<file path="config.mk">
export PLATFORM = sky130hd
export DESIGN_NAME = mem_ctrl
export DESIGN_NICKNAME = d
export VERILOG_FILES = /design/src/rtl/mem_ctrl_pkg.sv /design/src/rtl/mem_ctrl.sv
export SDC_FILE = /design/constraint.sdc
export NUM_CORES = 1
export LEC_CHECK = 0
export CAP_MARGIN = 20
export CORE_ASPECT_RATIO = 1.5
export CORE_MARGIN = 10
export CORE_UTILIZATION = 53
export DETAILED_ROUTE_END_ITERATION = 7
export GPL_TIMING_DRIVEN = 1
export PLACE_DENSITY = 0.86
export SYNTH_ARGS = -nofsm -noshare
export SYNTH_HDL_FRONTEND = slang
export SYNTH_SLANG_ARGS = --single-unit
</file>
<file path="constraint.sdc">
create_clock -name clk -period 7 [get_ports clk]
set_input_delay 1.4 -clock clk [delete_from_list [all_inputs] [get_ports clk]]
set_output_delay 1.4 -clock clk [all_outputs]
set_load 0.01 [all_outputs]
</file>
<file path="src/rtl/mem_ctrl_pkg.sv">
`default_nettype none
// +--------------------------------------------------------------------------+
// | mem_ctrl_pkg                                                             |
// | Opcodes, access sizes, FSM states and decode helpers for mem_ctrl.       |
// | Revision: 1.0                                                            |
// +--------------------------------------------------------------------------+
package mem_ctrl_pkg;

    localparam logic [5:0] OP_LB  = 6'd1;
    localparam logic [5:0] OP_LH  = 6'd2;
    localparam logic [5:0] OP_LW  = 6'd3;
    localparam logic [5:0] OP_LBU = 6'd4;
    localparam logic [5:0] OP_LHU = 6'd5;
    localparam logic [5:0] OP_SB  = 6'd6;
    localparam logic [5:0] OP_SH  = 6'd7;
    localparam logic [5:0] OP_SW  = 6'd8;

    localparam logic [2:0] SIZE_B = 3'd1;
    localparam logic [2:0] SIZE_H = 3'd2;
    localparam logic [2:0] SIZE_W = 3'd4;

    typedef enum logic [1:0] {
        ST_IDLE  = 2'd0,
        ST_READ  = 2'd1,
        ST_WRITE = 2'd2,
        ST_DONE  = 2'd3
    } state_t;

    typedef enum logic {
        GNT_IF  = 1'b0,
        GNT_LSB = 1'b1
    } grant_t;

    function automatic logic [2:0] op_size(input logic [5:0] op);
        case (op)
            OP_LB, OP_LBU, OP_SB: op_size = SIZE_B;
            OP_LH, OP_LHU, OP_SH: op_size = SIZE_H;
            default:              op_size = SIZE_W;
        endcase
    endfunction

    function automatic logic op_signed(input logic [5:0] op);
        op_signed = (op == OP_LB) || (op == OP_LH);
    endfunction

endpackage
`default_nettype wire

</file>
<file path="src/rtl/mem_ctrl.sv">
`default_nettype none
// +--------------------------------------------------------------------------+
// | mem_ctrl                                                                 |
// | Byte-wide RAM/IO bus owner: round-robin IF/LSB arbitration, byte        |
// | sequencing, load extension, UART-full store stall and flush abort.       |
// | Revision: 1.0                                                            |
// +--------------------------------------------------------------------------+
module mem_ctrl
    import mem_ctrl_pkg::*;
#(
    parameter logic [31:0] IO_BASE = 32'h0003_0000
) (
    input  logic        clk,
    input  logic        rst,
    input  logic        rdy,
    input  logic        flush,
    input  logic [7:0]  mem_din,
    output logic [7:0]  mem_dout,
    output logic [31:0] mem_a,
    output logic        mem_wr,
    input  logic        io_buffer_full,
    input  logic        if_req,
    input  logic [31:0] if_addr,
    output logic        if_done,
    output logic [31:0] if_data,
    input  logic        lsb_req,
    input  logic        lsb_ls,
    input  logic [5:0]  lsb_opcode,
    input  logic [31:0] lsb_addr,
    input  logic [31:0] lsb_wdata,
    output logic        lsb_done,
    output logic [31:0] lsb_rdata
);

    state_t      r_state;
    state_t      w_next_state;
    grant_t      r_last_grant;
    grant_t      r_cur;
    grant_t      w_grant;
    logic        w_grant_valid;

    logic [31:0] r_addr;
    logic [31:0] r_wdata;
    logic [31:0] r_buf;
    logic [31:0] r_if_data;
    logic [31:0] r_lsb_rdata;
    logic [2:0]  r_size;
    logic [2:0]  r_idx;
    logic        r_signed;
    logic        r_flushed;
    logic        r_if_done;
    logic        r_lsb_done;

    logic [31:0] w_byte_addr;
    logic [31:0] w_assembled;
    logic [7:0]  w_wbyte;
    logic        w_io_stall;
    logic        w_wr;

    function automatic logic [31:0] extend(input logic [31:0] raw,
                                           input logic [2:0]  size,
                                           input logic        sgn);
        logic [31:0] v;
        case (size)
            SIZE_B:  v = {{24{sgn & raw[7]}}, raw[7:0]};
            SIZE_H:  v = {{16{sgn & raw[15]}}, raw[15:0]};
            default: v = raw;
        endcase
        return v;
    endfunction

    assign w_byte_addr = r_addr + {29'd0, r_idx};
    assign w_io_stall  = (r_state == ST_WRITE) && (w_byte_addr >= IO_BASE) && io_buffer_full;

    // mem_din carries the byte addressed one cycle earlier, i.e. byte r_idx-1
    always_comb begin
        w_assembled = r_buf;
        case (r_idx)
            3'd1:    w_assembled[7:0]   = mem_din;
            3'd2:    w_assembled[15:8]  = mem_din;
            3'd3:    w_assembled[23:16] = mem_din;
            3'd4:    w_assembled[31:24] = mem_din;
            default: ;
        endcase
    end

    always_comb begin
        case (r_idx[1:0])
            2'd0:    w_wbyte = r_wdata[7:0];
            2'd1:    w_wbyte = r_wdata[15:8];
            2'd2:    w_wbyte = r_wdata[23:16];
            default: w_wbyte = r_wdata[31:24];
        endcase
    end

    always_ff @(posedge clk) begin
        if (rst) begin
            r_state <= ST_IDLE;
        end else if (rdy) begin
            r_state <= w_next_state;
        end
    end

    always_comb begin
        w_next_state  = r_state;
        w_grant_valid = 1'b0;
        w_grant       = r_last_grant;
        w_wr          = 1'b0;
        mem_a         = 32'd0;
        mem_dout      = 8'd0;
        case (r_state)
            ST_IDLE: begin
                if (if_req && lsb_req) begin
                    w_grant_valid = 1'b1;
                    w_grant       = (r_last_grant == GNT_IF) ? GNT_LSB : GNT_IF;
                end else if (lsb_req) begin
                    w_grant_valid = 1'b1;
                    w_grant       = GNT_LSB;
                end else if (if_req) begin
                    w_grant_valid = 1'b1;
                    w_grant       = GNT_IF;
                end
                if (w_grant_valid) begin
                    w_next_state = (w_grant == GNT_LSB && !lsb_ls) ? ST_WRITE : ST_READ;
                end
            end
            ST_READ: begin
                if (r_idx < r_size) begin
                    mem_a = w_byte_addr;
                end
                if (flush) begin
                    w_next_state = ST_IDLE;
                end else if (r_idx == r_size) begin
                    w_next_state = ST_DONE;
                end
            end
            ST_WRITE: begin
                if (!w_io_stall) begin
                    w_wr     = 1'b1;
                    mem_a    = w_byte_addr;
                    mem_dout = w_wbyte;
                    if (r_idx == r_size - 3'd1) begin
                        w_next_state = ST_DONE;
                    end
                end
            end
            ST_DONE: begin
                w_next_state = ST_IDLE;
            end
            default: begin
                w_next_state = ST_IDLE;
            end
        endcase
    end

    assign mem_wr = w_wr & rdy;

    always_ff @(posedge clk) begin
        if (rst) begin
            r_last_grant <= GNT_IF;
            r_cur        <= GNT_IF;
            r_addr       <= 32'd0;
            r_wdata      <= 32'd0;
            r_buf        <= 32'd0;
            r_size       <= 3'd0;
            r_idx        <= 3'd0;
            r_signed     <= 1'b0;
            r_flushed    <= 1'b0;
            r_if_done    <= 1'b0;
            r_lsb_done   <= 1'b0;
            r_if_data    <= 32'd0;
            r_lsb_rdata  <= 32'd0;
        end else if (rdy) begin
            r_if_done  <= 1'b0;
            r_lsb_done <= 1'b0;
            case (r_state)
                ST_IDLE: begin
                    if (w_grant_valid) begin
                        r_cur     <= w_grant;
                        r_idx     <= 3'd0;
                        r_buf     <= 32'd0;
                        r_flushed <= 1'b0;
                        if (w_grant == GNT_IF) begin
                            r_addr   <= if_addr;
                            r_size   <= SIZE_W;
                            r_signed <= 1'b0;
                        end else begin
                            r_addr   <= lsb_addr;
                            r_size   <= op_size(lsb_opcode);
                            r_signed <= op_signed(lsb_opcode);
                            r_wdata  <= lsb_wdata;
                        end
                    end
                end
                ST_READ: begin
                    if (!flush) begin
                        r_idx <= r_idx + 3'd1;
                        if (r_idx != 3'd0) begin
                            r_buf <= w_assembled;
                        end
                        if (r_idx == r_size) begin
                            if (r_cur == GNT_IF) begin
                                r_if_done <= 1'b1;
                                r_if_data <= w_assembled;
                            end else begin
                                r_lsb_done  <= 1'b1;
                                r_lsb_rdata <= extend(w_assembled, r_size, r_signed);
                            end
                        end
                    end
                end
                ST_WRITE: begin
                    // a committed store finishes its bytes but reports nothing once flushed
                    if (flush) begin
                        r_flushed <= 1'b1;
                    end
                    if (!w_io_stall) begin
                        r_idx <= r_idx + 3'd1;
                        if (r_idx == r_size - 3'd1 && !(r_flushed || flush)) begin
                            r_lsb_done <= 1'b1;
                        end
                    end
                end
                ST_DONE: begin
                    r_last_grant <= r_cur;
                end
                default: ;
            endcase
        end
    end

    assign if_done   = r_if_done;
    assign if_data   = r_if_data;
    assign lsb_done  = r_lsb_done;
    assign lsb_rdata = r_lsb_rdata;

endmodule
`default_nettype wire

</file>
; ---- Word level (Yosys, flattened, before mapping)
; Cells that the tools add are included.
; Widths: inputs -> output; s select.
[totals]
register_bits = 174
in_bits = 118
output_inout_bits = 107
word_cells = 133
[op_classes]
bitwise = 5
muxes = 56
order_cmp = 2
addsub = 3
reduce_logical = 26
eq_ne = 27
[ops]
columns = operator, n
row1 = $mux 32, 6
row2 = $pmux 32 s2, 3
row3 = $mux 8, 6
row4 = $add 32x3->32, 1
row5 = $ge 32x18->1 const B, 1
row6 = $mux 1, 25
row7 = $reduce_and 5->1, 5
row8 = $eq 6x3->1 const B, 4
row9 = $pmux 8 s3, 1
row10 = $mux 2, 6
row11 = $mux 3, 4
row12 = $ne 2x2->1 const B, 5
row13 = $eq 3x2->1 const B, 3
row14 = $pmux 3 s3, 1
row15 = $pmux 2 s4, 1
row16 = $reduce_and 4->1, 2
row17 = $eq 2x2->1 const B, 3
row18 = $eq 3x1->1 const B, 2
row19 = $eq 3x3->1, 2
row20 = $eq 6x1->1 const B, 1
row21 = $eq 6x2->1 const B, 1
row22 = $pmux 3 s2, 1
row23 = $reduce_bool 3->1, 2
row24 = $reduce_or 3->1, 2
row25 = 17 further kinds, 31

; ---- Logic depth before layout (Yosys ltp)
; Gate-level depths: netlist of run 1.
[depth]
ltp_word = 8
ltp_mapped = 14

; ---- Worst setup path after synthesis of run 1
; No wires, ideal clock.
[synth_timing]
path_kind = register to output
startpoint = register r_idx[0]
endpoint = output port mem_a[0]
required_ns = 5.600
arrival_ns = 2.867
stages_incl_launch_ff = 15
path_buffers = 2
slack_ns = 2.733
cell_sequence = dfxtp_1 > ha_1 > inv_1 > fa_1 > nor2b_1 > o2111a_1 > buf_4 > nand3_1 > o41a_1 > o31ai_1 > a31oi_1 > nand2b_4 > a21bo_4 > buf_6 > nor2_1
[synth_between]
elab_chain_cells = 6
word_cells_on_any_way = 8
[synth_lines]
columns = item, line_no
row1 = from (decl), mem_ctrl.sv:48  ; logic [2:0] r_idx;
row2 = from (signal assigned), mem_ctrl.sv:197  ; r_idx <= r_idx + 3'd1;
row3 = from (signal assigned), mem_ctrl.sv:218  ; r_idx <= r_idx + 3'd1;
row4 = $add 32x3->32, mem_ctrl.sv:72  ; assign w_byte_addr = r_addr + {29'd0, r_idx};
row5 = $ge 32x18->1, mem_ctrl.sv:73  ; assign w_io_stall = (r_state == ST_WRITE) && (w_byte_addr >= IO_BASE) && io_buffer_full;
row6 = $logic_and 1x1->1 (2 in a row), mem_ctrl.sv:73
row7 = $mux 32, mem_ctrl.sv:138  ; if (!w_io_stall) begin
row8 = $pmux 32 s2 *, mem_ctrl.sv:111  ; case (r_state)
row9 = to (decl), mem_ctrl.sv:19  ; output logic [31:0] mem_a,
; Every way passes the cells marked *; elsewhere a longest branch is shown, timed or not.

; ---- Worst setup path in the final report of run 1
[layout_timing]
startpoint = register r_idx[0]
endpoint = output port mem_a[2]
; The elaborated chain is that of the path after synthesis.

==> flow_metrics.env, run 1 <==
export IMPL_status="finished clean"
export IMPL_synthMostInstantiatedCell="dfxtp_1"
export IMPL_hold_class="register to register"
export IMPL_fmax_mhz=165.2
export IMPL_drc=0
export IMPL_maxSlewViolCount=0
export IMPL_root_buffer="clkbuf_16"
export IMPL_post_cts_buffers=0
export IMPL_period_minus_slack_ns=6.052
export IMPL_synthCells=1065
export IMPL_ys_seq_area_share_pct=39.70
export IMPL_drt_first_pass_iters=5
export IMPL_synth_top_cells_by_count="dfxtp_1, nor2_1, nand2_1"
export IMPL_syn_avg_cell_area_um2=8.239
export IMPL_worstSkewPairLatency_ns=0.42
export IMPL_rr_startpoint="r_idx[1]"
export IMPL_crit_arrival_ns=4.65
export IMPL_end_kind="output port"
export IMPL_synth_largest_area_cell="dfxtp_1"
export IMPL_grt_max_degree=91
export IMPL_synthDominantCellAreaShare_pct=39.70
export IMPL_peakVddDrop_uv=180.0
export IMPL_hpwl_um=20300
export IMPL_syn2layout_area_growth_pct=31.54
export IMPL_grt_pass1_wl_um=42980
export IMPL_cts_num_sinks=174
export IMPL_cp_max_fo=32
export IMPL_netlist_area_um2=8775
export IMPL_die_h_um=177.6
export IMPL_coreArea_um2=16260
export IMPL_final_cells=1448
export IMPL_grt_pass1_vias=8206
export IMPL_rsz0062_at_grt="no"
export IMPL_netlist_top_cells_area="dfxtp_1, mux2i_1, nor2_1"
export IMPL_die_x_um=125.1
export IMPL_port_buffers=224
export IMPL_setup_tns_ns=0
export IMPL_gr_total_overflow=0
export IMPL_critPathLaunchType="register"
export IMPL_setup_viol_count_final=0
export IMPL_cts_tree="done"
export IMPL_drive_gt1_share_pct=7.568
export IMPL_crit_required_ns=5.60
export IMPL_hold_violations=0
export IMPL_drv_cap=0
export IMPL_h_tree_depth=4
export IMPL_drtIter0Drc=544
export IMPL_worstMarginPinSlew_ns=1.106
export IMPL_dieArea_um2=22210
export IMPL_track_usage_pct=23.49
export IMPL_ys_async_sr_fraction_pct=0
export IMPL_cts_hold_buffers=0
export IMPL_leakagePower_nw=4.037
export IMPL_synth_edff_count=0
export IMPL_total_power_mw=2.661
export IMPL_cpPeakStageDelay_ns=0.59
export IMPL_maxSlewHeadroom_pct=26.27
export IMPL_crit_type="register to output port"
export IMPL_antenna_cells=0
export IMPL_initial_core_util_pct=53.96
export IMPL_n_fill_cell=1302
export IMPL_setup_slack_ns=0.9481
export IMPL_cts_repair_resized=0
export IMPL_clkSlewWorstSetupHoldPaths_ns=0.07
export IMPL_cts_buffers=17
export IMPL_holdWs_ns=0.4517
export IMPL_gp_congestion=0.9688
export IMPL_p_per_area_nw_per_um2=230.6
export IMPL_fin_worst_skew_ns=0.01002
export IMPL_wire_per_inst_um=18.77
export IMPL_antenna_left=0
export IMPL_antenna_found_initial=1
export IMPL_crit_path_start="r_idx[0]"
export IMPL_worst_path_max_delay_cell="clkdlybuf4s50_1"
export IMPL_wl_um=27180
export IMPL_std_cell_rows=57
export IMPL_post_route_period_util_pct=86.46
export IMPL_yosysUniqueCellTypes=65
export IMPL_synth_main_ff_cell="dfxtp_1"
export IMPL_vias=8321
export IMPL_yosysWarnings=0
export IMPL_ios=225
export IMPL_clockBufferDepth=2
export IMPL_crit_chain="ha_1 > inv_1 > fa_1 > nor2b_1 > o2111a_1 > nand4_1 > mux2i_1 > nor4_2 > a31oi_1 > nand2b_4 > a21bo_4 > nor3_1 > clkdlybuf4s50_1"
export IMPL_placedCellCount=1416
export IMPL_worstHoldStart="r_buf[13]"
export IMPL_drt_vias_per_instance=5.747
export IMPL_syn_nets=1202
export IMPL_place_ws_ns=1.454
export IMPL_fin_nets=1368
export IMPL_ys_seq_elements=174
==> stage by stage <==
step / cell area (um^2) / utilization [%]
global route: 11540 / 70.98
finish: 11540 / 70.98
CTS: 11530 / 70.89
detailed placement: 10980 / 67.51
floorplan: 8775 / -
global placement: 10980 / 67.51
==> logic make-up after synthesis <==
group,after synthesis,share of synthesized area (%)
flops,174,39.70
mux,91,10.72
buf+inv,103,4.862
compound gates,211,16.01
fa+ha+maj,19,2.795
xor+xnor,36,3.593
simple gates,431,22.32
==> critical path, delay by kind of cell (launching register included) <==
kind,cells,cell delay (ns)
adder cells (fa/ha/maj),2,0.60
flip-flops,1,0.44
buffers and inverters,2,0.65
multiplexers,1,0.18
AO/OA/AOI/OAI,3,1.06
AND/OR/NAND/NOR,5,1.28
==> registers in the layout, indices dropped and copies added (netlist names), 2 cells and up <==
signal	cells
if_data	32
lsb_rdata	32
r_addr	32
r_buf	32
r_idx	3
r_size	3
r_state	2
r_wdata	32
==> metal layers <==
| layer | share of wire (%) | track usage [%] | vias up | wire (um) |
|---|---|---|---|---|
| li1 | - | - | 4055 | - |
| met1 | 37 | 24.67 | 3909 | 10050 |
| met2 | 54 | 43.82 | 304 | 14590 |
| met3 | 6.5 | 6.151 | 53 | 1764 |
| met4 | 2.9 | 8.662 | 0 | 781 |
| met5 | 0 | 0 | - | 0 |
==> cells in the final DEF (no fill, tap or decap), types with 3 or more instances in the layout <==
cell               n
and2_1             5
a22oi_1            9
a211oi_1          61
inv_1             18
a21oi_1           89
xnor2_1           18
nor3_1            22
ha_1              18
o31a_1             4
xor2_1            18
buf_4              9
and4_1             5
dfxtp_1          174
clkdlybuf4s50_1  223
o21ai_0            9
nand2_1          126
mux2i_1           67
clkbuf_1           3
o21ai_1            3
o21a_1             3
clkbuf_16         17
nand3_1           40
a222oi_1           8
mux2_2            24
or2_2              3
nor4_1             5
nor2b_1            6
clkinv_2           4
nand4_1           11
nor2_1           160
and3_1            11
nor2_2            18
nand2b_1           3
==> final timing paths <==
check | endpoint | cells past startpoint | slack [ns]
setup / recovery | mem_a[2] | 13 | 0.95
hold / removal | r_buf[13] | 2 | 0.45
setup reg to reg | lsb_rdata[28] | 9 | 3.37
hold reg to reg | r_buf[13] | 2 | 0.45
==> power breakdown <==
group	internal, mW	switching [mW]
Sequential	1.05	0.0856
Clock	0.522	0.386
Combinational	0.262	0.352
Total	1.84	0.823
==> final cells by class <==
cell class | instances | area, um^2 | area share, %
timing repair buffer | 232 | 2300 | 19.92
inverter | 18 | 67.56 | 0.5854
clock buffer | 20 | 436.7 | 3.783
tap | 206 | 257.7 | 2.233
multi-input combinational | 788 | 4883 | 42.31
clock inverter | 10 | 113.9 | 0.9864
sequential | 174 | 3483 | 30.18
Power figures use the tool's default switching activity.
==> run 2: changes to the inputs <==
--- a/config.mk
+++ b/config.mk
@@ -5,13 +5,16 @@
 export SDC_FILE = /design/constraint.sdc
 export NUM_CORES = 1
 export LEC_CHECK = 0
+export ABC_AREA = 1
 export CAP_MARGIN = 20
+export CELL_PAD_IN_SITES_DETAIL_PLACEMENT = 1
+export CELL_PAD_IN_SITES_GLOBAL_PLACEMENT = 1
 export CORE_ASPECT_RATIO = 1.5
 export CORE_MARGIN = 10
-export CORE_UTILIZATION = 53
+export CORE_UTILIZATION = 37
 export DETAILED_ROUTE_END_ITERATION = 7
 export GPL_TIMING_DRIVEN = 1
-export PLACE_DENSITY = 0.86
+export PLACE_DENSITY_LB_ADDON = 0.1
 export SYNTH_ARGS = -nofsm -noshare
 export SYNTH_HDL_FRONTEND = slang
 export SYNTH_SLANG_ARGS = --single-unit
==> run 2 against run 1 <==
  * Synthesized cell count grew 25%
  * Flip-flop and latch count stayed put
  * Via count grew 13%
  * Power rose by 6.0%
  * First-iteration DRC count down 26%
  * Sequential power hardly changed
  * Routed wire length is 24% higher
  * Highest routed layer unchanged
==> flow_metrics.env, run 2 <==
export IMPL_status="finished clean"
export IMPL_cp_max_fo=32
export IMPL_fmax_mhz=167.8
export IMPL_end_kind="output port"
export IMPL_crit_chain="ha_1 > inv_1 > fa_1 > inv_1 > nand2_1 > nand2_1 > nand2_2 > nor2_4 > nand2_1 > nand2_1 > nand2_1 > nor2_1 > nand2_1 > nor2_1 > nand2_1 > nand2_2 > nand2_1 > nand2_1 > nand2_2 > nor3b_1 > clkdlybuf4s50_1"
export IMPL_place_area_um2=11400
export IMPL_track_usage_pct=21.22
export IMPL_die_h_um=210.6
export IMPL_drc=0
export IMPL_vias=9420
export IMPL_std_cell_rows=69
export IMPL_initial_core_util_pct=37.62
export IMPL_ys_async_sr_fraction_pct=0
export IMPL_cpPeakStageDelay_ns=0.61
export IMPL_post_route_period_util_pct=85.13
export IMPL_netlist_area_um2=8964
export IMPL_die_x_um=147.1
export IMPL_cts_num_sinks=174
export IMPL_cts_hold_buffers=0
export IMPL_drt_first_pass_iters=4
export IMPL_post_cts_buffers=0
export IMPL_synthMostInstantiatedCell="nand2_1"
export IMPL_port_buffers=224
export IMPL_hpwl_um=25440
export IMPL_synthCells=1326
export IMPL_setup_tns_ns=0
export IMPL_ios=225
export IMPL_maxSlewViolCount=0
export IMPL_hold_violations=0
export IMPL_antenna_found_initial=0
export IMPL_cts_tree="done"
export IMPL_crit_required_ns=5.60
export IMPL_holdWs_ns=0.4469
export IMPL_wl_um=33640
export IMPL_clkSlewWorstSetupHoldPaths_ns=0.07
export IMPL_ys_seq_elements=174
export IMPL_syn_nets=1463
export IMPL_p_per_area_nw_per_um2=235.3
export IMPL_yosysUniqueCellTypes=40
export IMPL_final_cell_mix="nand2_1, clkdlybuf4s50_1, nor2_1"
export IMPL_grt_max_degree=95
export IMPL_gp_congestion=0.9175
export IMPL_drive_gt1_share_pct=4.881
export IMPL_drtIter0Drc=401
export IMPL_fin_worst_skew_ns=0.009299
export IMPL_h_tree_depth=4
export IMPL_fin_nets=1642
export IMPL_synth_top_cells_by_count="nand2_1, nor2_1, dfxtp_1"
export IMPL_synth_edff_count=0
export IMPL_rsz0062_at_grt="no"
export IMPL_netlist_top_cells_area="dfxtp_1, nand2_1, nor2_1"
export IMPL_grt_pass1_wl_um=53030
export IMPL_drt_vias_per_instance=5.134
export IMPL_cpLargestDelayFamily="simple AND/OR/NAND/NOR gates"
export IMPL_root_buffer="clkbuf_16"
export IMPL_setup_viol_count_final=0
export IMPL_drv_cap=0
export IMPL_grt_pass1_vias=9865
export IMPL_crit_type="register to output port"
export IMPL_clockBufferDepth=2
export IMPL_synth_largest_area_cell="dfxtp_1"
export IMPL_critPathLaunchType="register"
export IMPL_crit_arrival_ns=4.56
export IMPL_worst_path_max_delay_cell="clkdlybuf4s50_1"
export IMPL_wire_per_inst_um=18.33
export IMPL_layout_commonest_cell="nand2_1"
export IMPL_peakVddDrop_uv=214.0
export IMPL_gr_total_overflow=0
export IMPL_coreArea_um2=23830
export IMPL_crit_path_frequent_cell="nand2_1"
export IMPL_syn_avg_cell_area_um2=6.760
export IMPL_synthDominantCellAreaShare_pct=38.86
export IMPL_critPathBufInv=3
export IMPL_cts_repair_resized=0
export IMPL_worstSkewPairLatency_ns=0.44
export IMPL_worstMarginPinSlew_ns=0.9596
export IMPL_stdcell_area_um2=11980
export IMPL_leakagePower_nw=4.890
export IMPL_syn2layout_area_growth_pct=33.70
export IMPL_hold_class="register to register"
export IMPL_maxSlewHeadroom_pct=36.03
export IMPL_cts_buffers=17
export IMPL_synth_main_ff_cell="dfxtp_1"
export IMPL_antenna_left=0
export IMPL_yosysWarnings=0
export IMPL_n_fill_cell=3091
export IMPL_ys_seq_area_share_pct=38.86
export IMPL_period_minus_slack_ns=5.959
export IMPL_dieArea_um2=30980
export IMPL_antenna_cells=0
run 2: cell types whose count changed after synthesis, sizes merged, moves of 11 or more:
cell / change
nand2: +152
inv: +128
o21ai: +112
mux2i: -59
a211oi: -50
o211ai: +42
a21oi: +33
nor2: +31
mux2: -24
nand3: +18
nor3: -15
xor2: -13
and3: -11
run 2: cell families (layout without fill, tap and decap cells):
logic type	count (synthesis)	in the layout	synth area share [%]
AO/OA/AOI/OAI	322	322	20.62
XOR/XNOR	14	14	1.368
adder cells (fa/ha/maj)	19	19	2.736
buffers and inverters	220	410	9.534
flip-flops	174	174	38.86
multiplexers	8	8	0.8934
AND/OR/NAND/NOR	569	569	25.99
run 2: cell type report:
cell class                 count  area [um^2]  area share, %
sequential                   174         3483          29.07
inverter                     147        553.0          4.615
clock inverter                 9        111.4         0.9292
clock buffer                  21        470.5          3.926
tap                          319        399.1          3.331
timing repair buffer         233         2325          19.40
multi-input combinational    932         4642          38.73
run 2: path summary, 6_finish.rpt:
kind / to / slack (ns) / depth (start not counted) / start
hold reg to reg: if_data[17] / 0.45 / 2 / if_data[17]
setup reg to reg: lsb_rdata[30] / 2.81 / 10 / r_state[1]
hold / removal: if_data[17] / 0.45 / 2 / if_data[17]
setup / recovery: mem_a[2] / 1.04 / 21 / r_idx[0]
run 2: layer usage:
| layer | track usage [%] | routed length, um |
|---|---|---|
| met2 | 41.33 | 18600 |
| met1 | 21.24 | 12730 |
| met3 | 4.674 | 1371 |
| met5 | 0 | 0 |
| met4 | 7.916 | 933 |
run 2: power breakdown:
group | leakage [nW] | internal [mW] | switching, mW
clock | 0.281 | 0.551 | 0.402
combinational | 3.19 | 0.259 | 0.458
sequential | 1.42 | 1.08 | 0.0728
run 2: through the flow:
stage	std cells	util (%)	power, mW	worst slack [ns]
6_report	1835	50.29	2.820	1.041
5_1_grt	1835	50.29	2.987	0.6013
4_1_cts	1835	50.29	2.846	0.9888
3_5_place_dp	1805	47.85	1.892	1.468
3_3_place_gp	1804	47.74	1.867	1.590
2_1_floorplan	1326	-	1.601	3.061
run 2: tightest hold or removal path, stage by stage (launching register included):
cell and delay (ns):
dfxtp_1 0.31, inv_1 0.05, a21oi_1 0.05
